File: config.mk
export PLATFORM = sky130hd
export DESIGN_NAME = instr_encoder
export DESIGN_NICKNAME = d
export VERILOG_FILES = /design/src/rtl/instr_encoder.sv
export SDC_FILE = /design/constraint.sdc
export NUM_CORES = 1
export LEC_CHECK = 0
export ABC_AREA = 0
export ABC_CLOCK_PERIOD_IN_PS = 2840
export CAP_MARGIN = 20
export CORE_UTILIZATION = 51
export DETAILED_ROUTE_END_ITERATION = 7
export PLACE_DENSITY = 0.84
export RECOVER_POWER = 100
export SETUP_SLACK_MARGIN = 0.15
export SYNTH_ARGS = -nofsm -noshare
export SYNTH_HDL_FRONTEND = slang
export SYNTH_SLANG_ARGS = --single-unit
export TNS_END_PERCENT = 20
File: constraint.sdc
create_clock -name clk -period 2.84 [get_ports clk]
set_input_delay 0.284 -clock clk [delete_from_list [all_inputs] [get_ports clk]]
set_output_delay 0.284 -clock clk [all_outputs]
set_load 0.01 [all_outputs]
File: src/rtl/instr_encoder.sv
// Two-stage instruction encoder: S1 registers an accepted op, S2 encodes it into a 4-deep output FIFO.
// Define MUL_EN to make op 10 (mul) legal; without it op 10 is rejected like any unknown op.
module instr_encoder (
  input  logic        clk,
  input  logic        reset,
  input  logic        in_valid,
  output logic        in_ready,
  input  logic [5:0]  op,
  input  logic [4:0]  rd,
  input  logic [4:0]  rs1,
  input  logic [4:0]  rs2,
  input  logic [31:0] imm,
  output logic        out_valid,
  input  logic        out_ready,
  output logic [31:0] instr,
  output logic        err,
  output logic [15:0] instr_count,
  output logic [7:0]  err_count
);

  typedef struct packed {
    logic [5:0]  op;
    logic [4:0]  rd;
    logic [4:0]  rs1;
    logic [4:0]  rs2;
    logic [31:0] imm;
  } req_t;

  localparam logic [6:0] OPC_R   = 7'b0110011;
  localparam logic [6:0] OPC_I   = 7'b0010011;
  localparam logic [6:0] OPC_J   = 7'b1101111;
  localparam logic [6:0] OPC_B   = 7'b1100011;
  localparam logic [6:0] F7_ALT  = 7'b0100000;
  localparam logic [6:0] F7_ZERO = 7'b0000000;
  localparam logic [6:0] F7_MUL  = 7'b0000001;

  req_t        s1_q, s1_d;
  logic        s1_vld_q;
  logic [31:0] fifo_q [4];
  logic [1:0]  wr_ptr_q, rd_ptr_q;
  logic [2:0]  cnt_q, cnt_d;
  logic        err_q;
  logic [15:0] icnt_q, icnt_d;
  logic [7:0]  ecnt_q, ecnt_d;

  logic        accept, push, pop, illegal;
  logic [31:0] word;

  function automatic logic [31:0] enc_r(input logic [6:0] f7, input logic [2:0] f3, input req_t r);
    return {f7, r.rs2, r.rs1, f3, r.rd, OPC_R};
  endfunction

  function automatic logic [31:0] enc_i(input logic [2:0] f3, input req_t r);
    return {r.imm[11:0], r.rs1, f3, r.rd, OPC_I};
  endfunction

  function automatic logic [31:0] enc_sh(input logic [6:0] f7, input req_t r);
    return {f7, r.imm[4:0], r.rs1, 3'b101, r.rd, OPC_I};
  endfunction

  function automatic logic [31:0] enc_b(input logic [2:0] f3, input req_t r);
    return {r.imm[12], r.imm[10:5], r.rs2, r.rs1, f3, r.imm[4:1], r.imm[11], OPC_B};
  endfunction

  // Space is reserved for the op sitting in S1, so S2 can always push without stalling.
  assign in_ready  = (cnt_q + {2'b00, s1_vld_q}) < 3'd4;
  assign accept    = in_valid & in_ready;
  assign out_valid = (cnt_q != 3'd0);
  assign pop       = out_valid & out_ready;
  assign push      = s1_vld_q & ~illegal;
  assign instr     = out_valid ? fifo_q[rd_ptr_q] : 32'd0;
  assign err         = err_q;
  assign instr_count = icnt_q;
  assign err_count   = ecnt_q;

  always_comb begin
    word    = 32'd0;
    illegal = 1'b0;
    case (s1_q.op)
      6'd0:  word = enc_r(F7_ALT,  3'b000, s1_q);
      6'd1:  word = enc_r(F7_ZERO, 3'b000, s1_q);
      6'd2:  word = enc_r(F7_ZERO, 3'b111, s1_q);
      6'd3:  word = enc_r(F7_ZERO, 3'b110, s1_q);
      6'd4:  word = enc_r(F7_ZERO, 3'b100, s1_q);
      6'd5:  word = enc_r(F7_ZERO, 3'b010, s1_q);
      6'd6:  word = enc_r(F7_ZERO, 3'b011, s1_q);
      6'd7:  word = enc_r(F7_ALT,  3'b101, s1_q);
      6'd8:  word = enc_r(F7_ZERO, 3'b101, s1_q);
      6'd9:  word = enc_r(F7_ZERO, 3'b001, s1_q);
`ifdef MUL_EN
      6'd10: word = enc_r(F7_MUL,  3'b000, s1_q);
`else
      6'd10: illegal = 1'b1;
`endif
      6'd11: word = enc_i(3'b000, s1_q);
      6'd12: word = enc_i(3'b001, s1_q);
      6'd13: word = enc_i(3'b111, s1_q);
      6'd14: word = enc_i(3'b110, s1_q);
      6'd15: word = enc_i(3'b100, s1_q);
      6'd16: word = enc_i(3'b010, s1_q);
      6'd17: word = enc_i(3'b011, s1_q);
      6'd18: word = enc_sh(F7_ALT,  s1_q);
      6'd19: word = enc_sh(F7_ZERO, s1_q);
      6'd20: word = enc_sh(F7_MUL,  s1_q);
      6'd21: word = {s1_q.imm[31:12], s1_q.rd, 7'b0110111};
      6'd22: word = {s1_q.imm[31:12], s1_q.rd, 7'b0010111};
      6'd23: word = {s1_q.imm[11:0], s1_q.rs1, 3'b010, s1_q.rd, 7'b0000011};
      6'd24: word = {s1_q.imm[11:5], s1_q.rs2, s1_q.rs1, 3'b010, s1_q.imm[4:0], 7'b0100011};
      6'd25: word = {12'd0, s1_q.rs1, 8'd0, OPC_J};
      6'd26: begin
        // rd=0/imm=0 would be bit-identical to jr
        word    = {s1_q.imm[11:0], s1_q.rs1, 3'b000, s1_q.rd, OPC_J};
        illegal = (s1_q.rd == 5'd0) && (s1_q.imm[11:0] == 12'd0);
      end
      6'd27: begin
        word    = {s1_q.imm[20], s1_q.imm[10:1], s1_q.imm[11], s1_q.imm[19:12], s1_q.rd, OPC_J};
        illegal = (s1_q.imm[14:12] == 3'b000);
      end
      6'd28: word = enc_b(3'b000, s1_q);
      6'd29: word = enc_b(3'b001, s1_q);
      6'd30: word = enc_b(3'b100, s1_q);
      6'd31: word = enc_b(3'b101, s1_q);
      6'd32: word = enc_b(3'b110, s1_q);
      6'd33: word = enc_b(3'b111, s1_q);
      default: illegal = 1'b1;
    endcase
  end

  always_comb begin
    s1_d   = accept ? '{op: op, rd: rd, rs1: rs1, rs2: rs2, imm: imm} : s1_q;
    cnt_d  = cnt_q + {2'b00, push} - {2'b00, pop};
    icnt_d = pop ? icnt_q + 16'd1 : icnt_q;
    ecnt_d = (s1_vld_q && illegal && ecnt_q != 8'hFF) ? ecnt_q + 8'd1 : ecnt_q;
  end

  always_ff @(posedge clk) begin
    if (reset) begin
      s1_q     <= '0;
      s1_vld_q <= 1'b0;
      wr_ptr_q <= 2'd0;
      rd_ptr_q <= 2'd0;
      cnt_q    <= 3'd0;
      err_q    <= 1'b0;
      icnt_q   <= 16'd0;
      ecnt_q   <= 8'd0;
      for (int i = 0; i < 4; i++) fifo_q[i] <= 32'd0;
    end else begin
      s1_q     <= s1_d;
      s1_vld_q <= accept;
      cnt_q    <= cnt_d;
      err_q    <= s1_vld_q & illegal;
      icnt_q   <= icnt_d;
      ecnt_q   <= ecnt_d;
      if (push) begin
        fifo_q[wr_ptr_q] <= word;
        wr_ptr_q         <= wr_ptr_q + 2'd1;
      end
      if (pop) rd_ptr_q <= rd_ptr_q + 2'd1;
    end
  end

endmodule

; ---- Yosys cells after proc, flatten, opt, wreduce, memory -nomap -nowiden
; Memory sizes are Yosys's and may differ from the RTL's. A register that Yosys moved wholly into a read port is not among the register bits.
; Cells that the tools add are included.
; Widths: inputs -> output; s select.
[totals]
in_bits = 57
rom_bits = 0
mem_bits_rw = 128
latchBits = 0
memories = 1
reg_bits = 86
word_cells = 82
output_inout_bits = 59
[mem_list]
columns = name, depth, width, rd, rd_clocked_by_memory_dff, write_ports, line
row1 = fifo_q, 4, 32, 1, 1, 4, 39  ; logic [31:0] fifo_q [4];
[op_classes]
n_reduce_logical = 10
add_sub_neg = 7
n_eq_ne = 33
bitwise_logic = 5
order_cmp = 1
shift = 0
div_mod_pow = 0
mux = 13
multipliers = 0
[op_table]
columns = operator, count
row1 = $pmux 32 s33, 1
row2 = $eq 6x5->1 const B, 16
row3 = $mux 32, 2
row4 = $eq 6x4->1 const B, 7
row5 = $reduce_or 32->1, 1
row6 = $reduce_or 31->1, 1
row7 = $eq 6x3->1 const B, 4
row8 = $add 16x1->16 const B, 1
row9 = $eq 6x2->1 const B, 2
row10 = $eq 6x6->1 const B, 2
row11 = $logic_not 12->1, 1
row12 = $add 8x1->8 const B, 1
row13 = $ne 8x8->1 const B, 1
row14 = $add 3x1->3, 2
row15 = $eq 6x1->1 const B, 1
row16 = $logic_not 6->1, 1
row17 = $mux 1, 6
row18 = $mux 2, 3
row19 = $logic_not 5->1, 1
row20 = $add 2x1->2 const B, 2
row21 = $and 1x1->1, 4
row22 = $logic_and 1x1->1, 3
row23 = $logic_not 3->1, 1
row24 = $lt 3x3->1 const B, 1
row25 = 4 further kinds, 4

; ---- Logic depth before layout (Yosys ltp)
[depth]
ltp_word = 10
ltp_mapped = 14
ltp_nobuf = 12

; ---- Least setup slack after synthesis
; No wires, ideal clock.
[synth_path]
path_type = register -> register
from = register s1_q[48] (netlist bit)
to = register cnt_q[2]
synth_period_minus_slack_ns = 2.893
setup_slack_ns = -0.053
arrival_time_ns = 2.766
n_path_buf = 2
path_stages_with_launch = 15
required_ns = 2.712
setup_time_ns = 0.128
cell_sequence = dfxtp_1 -> buf_4 -> or3b_1 -> or3_4 -> o211a_4 -> buf_6 -> nand2_1 -> ha_1 -> inv_1 -> ha_1 -> inv_1 -> fa_1 -> xor2_1 -> xnor2_1 -> nor2_1
[synth_via]
elab_chain_len = 7
word_cells_on_any_way = 39
classes_between = add/sub: 2 / eq/ne: 32 / mux: 1 / bitwise: 2 / reduce/logical: 2
[synth_rtl]
columns = item, line
row1 = start: declaration, 37  ; req_t s1_q, s1_d;
row2 = start signal: assignment, 138  ; s1_q <= '0;
row3 = start signal: assignment, 148  ; s1_q <= s1_d;
row4 = $eq 6x6->1 (tied with other cells), 79  ; case (s1_q.op)
row5 = $reduce_or 31->1 (no source line), -
row6 = $pmux 1 s3 *, 79
row7 = $not 1->1 *, 70  ; assign push = s1_vld_q & ~illegal;
row8 = $and 1x1->1 *, 70
row9 = $add 3x1->3 *, 131  ; cnt_d = cnt_q + {2'b00, push} - {2'b00, pop};
row10 = $sub 3x1->3 *, 131
row11 = end signal: assignment, 150  ; cnt_q <= cnt_d;
row12 = end: declaration, 41  ; logic [2:0] cnt_q, cnt_d;
; Every way passes the cells marked *; elsewhere a longest branch is shown, timed or not.
; A chain may end at the register's enable or synchronous reset.

==> results.ini <==
[clocking]
holdBufCountCts=0
cts_tree=built
cts_sinks=212
post_cts_buffers=0
cts_buffers=22
clkTransAtPathRegs_ns=0.06
htree_num_levels=1
clockRootBuffer=clkbuf_16
clk_latency_ns=0.50
cts_buffer_depth=3

[floorplanning]
row_count=50
start_util=0.519
die_area_mm2=0.0195
ios=116
die_h_um=140
die_w_um=140
coreArea_mm2=0.0186

[grt]
first_global_vias=7258
gr-total-overflow=0
antenna_found_initial=1
grt.total_usage=0.250
grt_max_degree=93
grt_pass1_wl_um=38400

[timing]
fin_crit_sh=0.970
final.setup.tns_ns=0
fin_crit_ns=2.75
finalSetupViolCount=0
hold-worst-slack_ns=0.210
setup_ws_ns=0.0860
worst_slew_pin_slew_ns=1.06
clock.fmax_ghz=0.363
relSlewSlack=0.294
rsz0062_at_grt=true
finalHoldViolCount=0
slew_viol_final=0
fin_skew_ns=0.00871

[detailed_routing]
ant_nets=0
via_per_inst=5.87
drtIter0Drc=681
via_count=7525
first_pass_iters=6
wl_per_cell_um=18.9
wl_um=24200
post-route-drc-count=0

[pwr]
p_seq_frac=0.408
power.leakage_uw=0.00430
pwr-share-comb=0.254
ir_worst_vdd_uv=517
internal-power_uw=6430
p_per_area_mw_per_mm2=753
sw_frac_of_total=0.284
switchingPower_uw=2550
clockPowerShare=0.339

[placed_design]
pre_cts_ws_ns=0.101
io_buffer_count=115
placed_area_mm2=0.0113
dp_hpwl_um=16200
place.gp.congestion=0.997

[critical_path]
reg2reg_depth=5
r2r-start=s1_q[0]$_SDFFE_PP0P_
critPathLaunchType=flop
endpoint=instr[10]
critical_path_class=flop to output pin
r2r_slack_ns=0.12
crit_arrival_ns=2.47
crit_required_ns=2.56
critPathMaxFanout=31
end_kind=output pin
r2r_end=fifo_q[3][18]$_DFFE_PP_

[layout]
drive_gt1_frac=0.120
final_design_area_no_fill_mm2=0.0119
multiInputGateArea_mm2=0.00391
synthToLayoutAreaGrowth_pct=23.3
regArea_mm2=0.00549
fillers=1438
fin_nets=1094
final_core_utilization=0.640

[job]
max_cap_violations=0

[yosys]
yosys_warnings=0
netlist_area_mm2=0.00968
ys_seq_area_frac=0.567
synth_cell_type_count=62
avgSynthCellArea_um2=10.6
syn-num-nets=976
syn_inst=914
ys.flop_type=edfxtp_1
synth-seq-cells=212
async_flop_share=0
synth-edff-count=124

[hold_path]
min_path_type=input pin to flop
hold_depth=3
hp-start=reset

[outcome]
status=completed

## layer usage
metal,global-route usage,vias up,wire (um)
met5,0,-,0
met4,0.0885,0,679
met3,0.0575,59,2280
met2,0.417,399,11800
met1,0.320,3548,9470
li1,-,3519,-
## through the flow
stage,power [uW],cells
CTS,9120,1280
detailed placement,6110,1241
finish,8980,1282
global route,9360,1281
floorplan,5120,914
global placement,6060,1241
## state kept, by name (all words and copies together), names as in the netlist, named ones only
name	flops
err_count	8
cnt_q	3
fifo_q	124
err	1
rd_ptr_q	2
s1_q	53
instr_count	16
wr_ptr_q	2
s1_vld_q	1
## power groups by stage
stage	registers (uW)	clock network (uW)	logic [uW]
global placement	3710	0	2350
detailed placement	3720	0	2390
CTS	3660	3070	2400
floorplan	3670	0	1450
global route	3680	3190	2490
finish	3660	3040	2280
## worst min-delay path by stage
| stage | to |
|---|---|
| global placement | s1_q[33]$_SDFFE_PP0P_ |
| CTS | wr_ptr_q[1]$_SDFFE_PP0P_ |
| global route | wr_ptr_q[1]$_SDFFE_PP0P_ |
| floorplan | s1_q[48]$_SDFFE_PP0P_ |
| finish | wr_ptr_q[1]$_SDFFE_PP0P_ |
| detailed placement | s1_q[33]$_SDFFE_PP0P_ |
## kinds of logic after synthesis
| kind of cell | synth area share |
|---|---|
| XOR/XNOR | 0.0145 |
| AND/OR/NAND/NOR | 0.180 |
| multiplexers | 0.0845 |
| AO/OA/AOI/OAI | 0.112 |
| flip-flops | 0.567 |
| buffers and inverters | 0.0333 |
| adder cells (fa/ha/maj) | 0.00827 |
## critical path: stages (launching register included)
cell           delay, ns
dfxtp_2             0.34
buf_12              0.25
mux4_2              0.58
and2_1              0.18
dlygate4sd3_1       0.59
## layout by cell type (no fill, tap or decap), types with 4 or more instances in the layout
| master | n |
|---|---|
| nand2_1 | 135 |
| edfxtp_1 | 124 |
| nor2_1 | 111 |
| a21oi_1 | 97 |
| dfxtp_1 | 86 |
| clkdlybuf4s50_1 | 60 |
| dlygate4sd3_1 | 54 |
| and2_1 | 33 |
| mux4_2 | 31 |
| o21ai_0 | 23 |
| a31oi_1 | 23 |
| clkbuf_16 | 23 |
| nor2b_1 | 21 |
| buf_4 | 17 |
| clkbuf_1 | 13 |
| inv_1 | 12 |
| xnor2_1 | 12 |
| nor3_1 | 11 |
| clkbuf_2 | 11 |
| nand3_1 | 10 |
| or3_1 | 10 |
| mux2_2 | 8 |
| nor4_1 | 7 |
| nand2b_1 | 7 |
| nand4_1 | 6 |
| and3_1 | 5 |
| a22oi_1 | 5 |
| xor2_1 | 4 |
| or2_2 | 4 |
| a32oi_1 | 4 |
| bufinv_16 | 4 |
## cell type report
class / instances / share of cell area
Timing Repair Buffer: 158 / 0.120
Inverter: 14 / 0.00440
Clock inverter: 12 / 0.0143
Antenna cell: 1 / 0.000210
Tap cell: 234 / 0.0245
Sequential cell: 212 / 0.460
Clock buffer: 27 / 0.0495
Multi-Input combinational cell: 624 / 0.327
## synth_stat cells (all sizes together) (10+ instances only)
cell	number	area, um2
nor2b	21	131
nand3	10	50.1
and2	35	219
o21ai	25	125
a31oi	23	144
buf	23	116
a21oi	97	485
dfxtp	88	1760
xnor2	12	105
inv	14	52.6
or3	11	73.8
edfxtp	124	3720
mux4	31	698
nand2	136	510
clkbuf	41	154
nor2	111	417
nor3	11	55.1
## repair_timing
item | CTS | global route
pin swaps | 2 | 3
setup endpoints to repair | 1 | 13
gates resized for setup | 1 | 2
(Power assumes the default switching activity.)
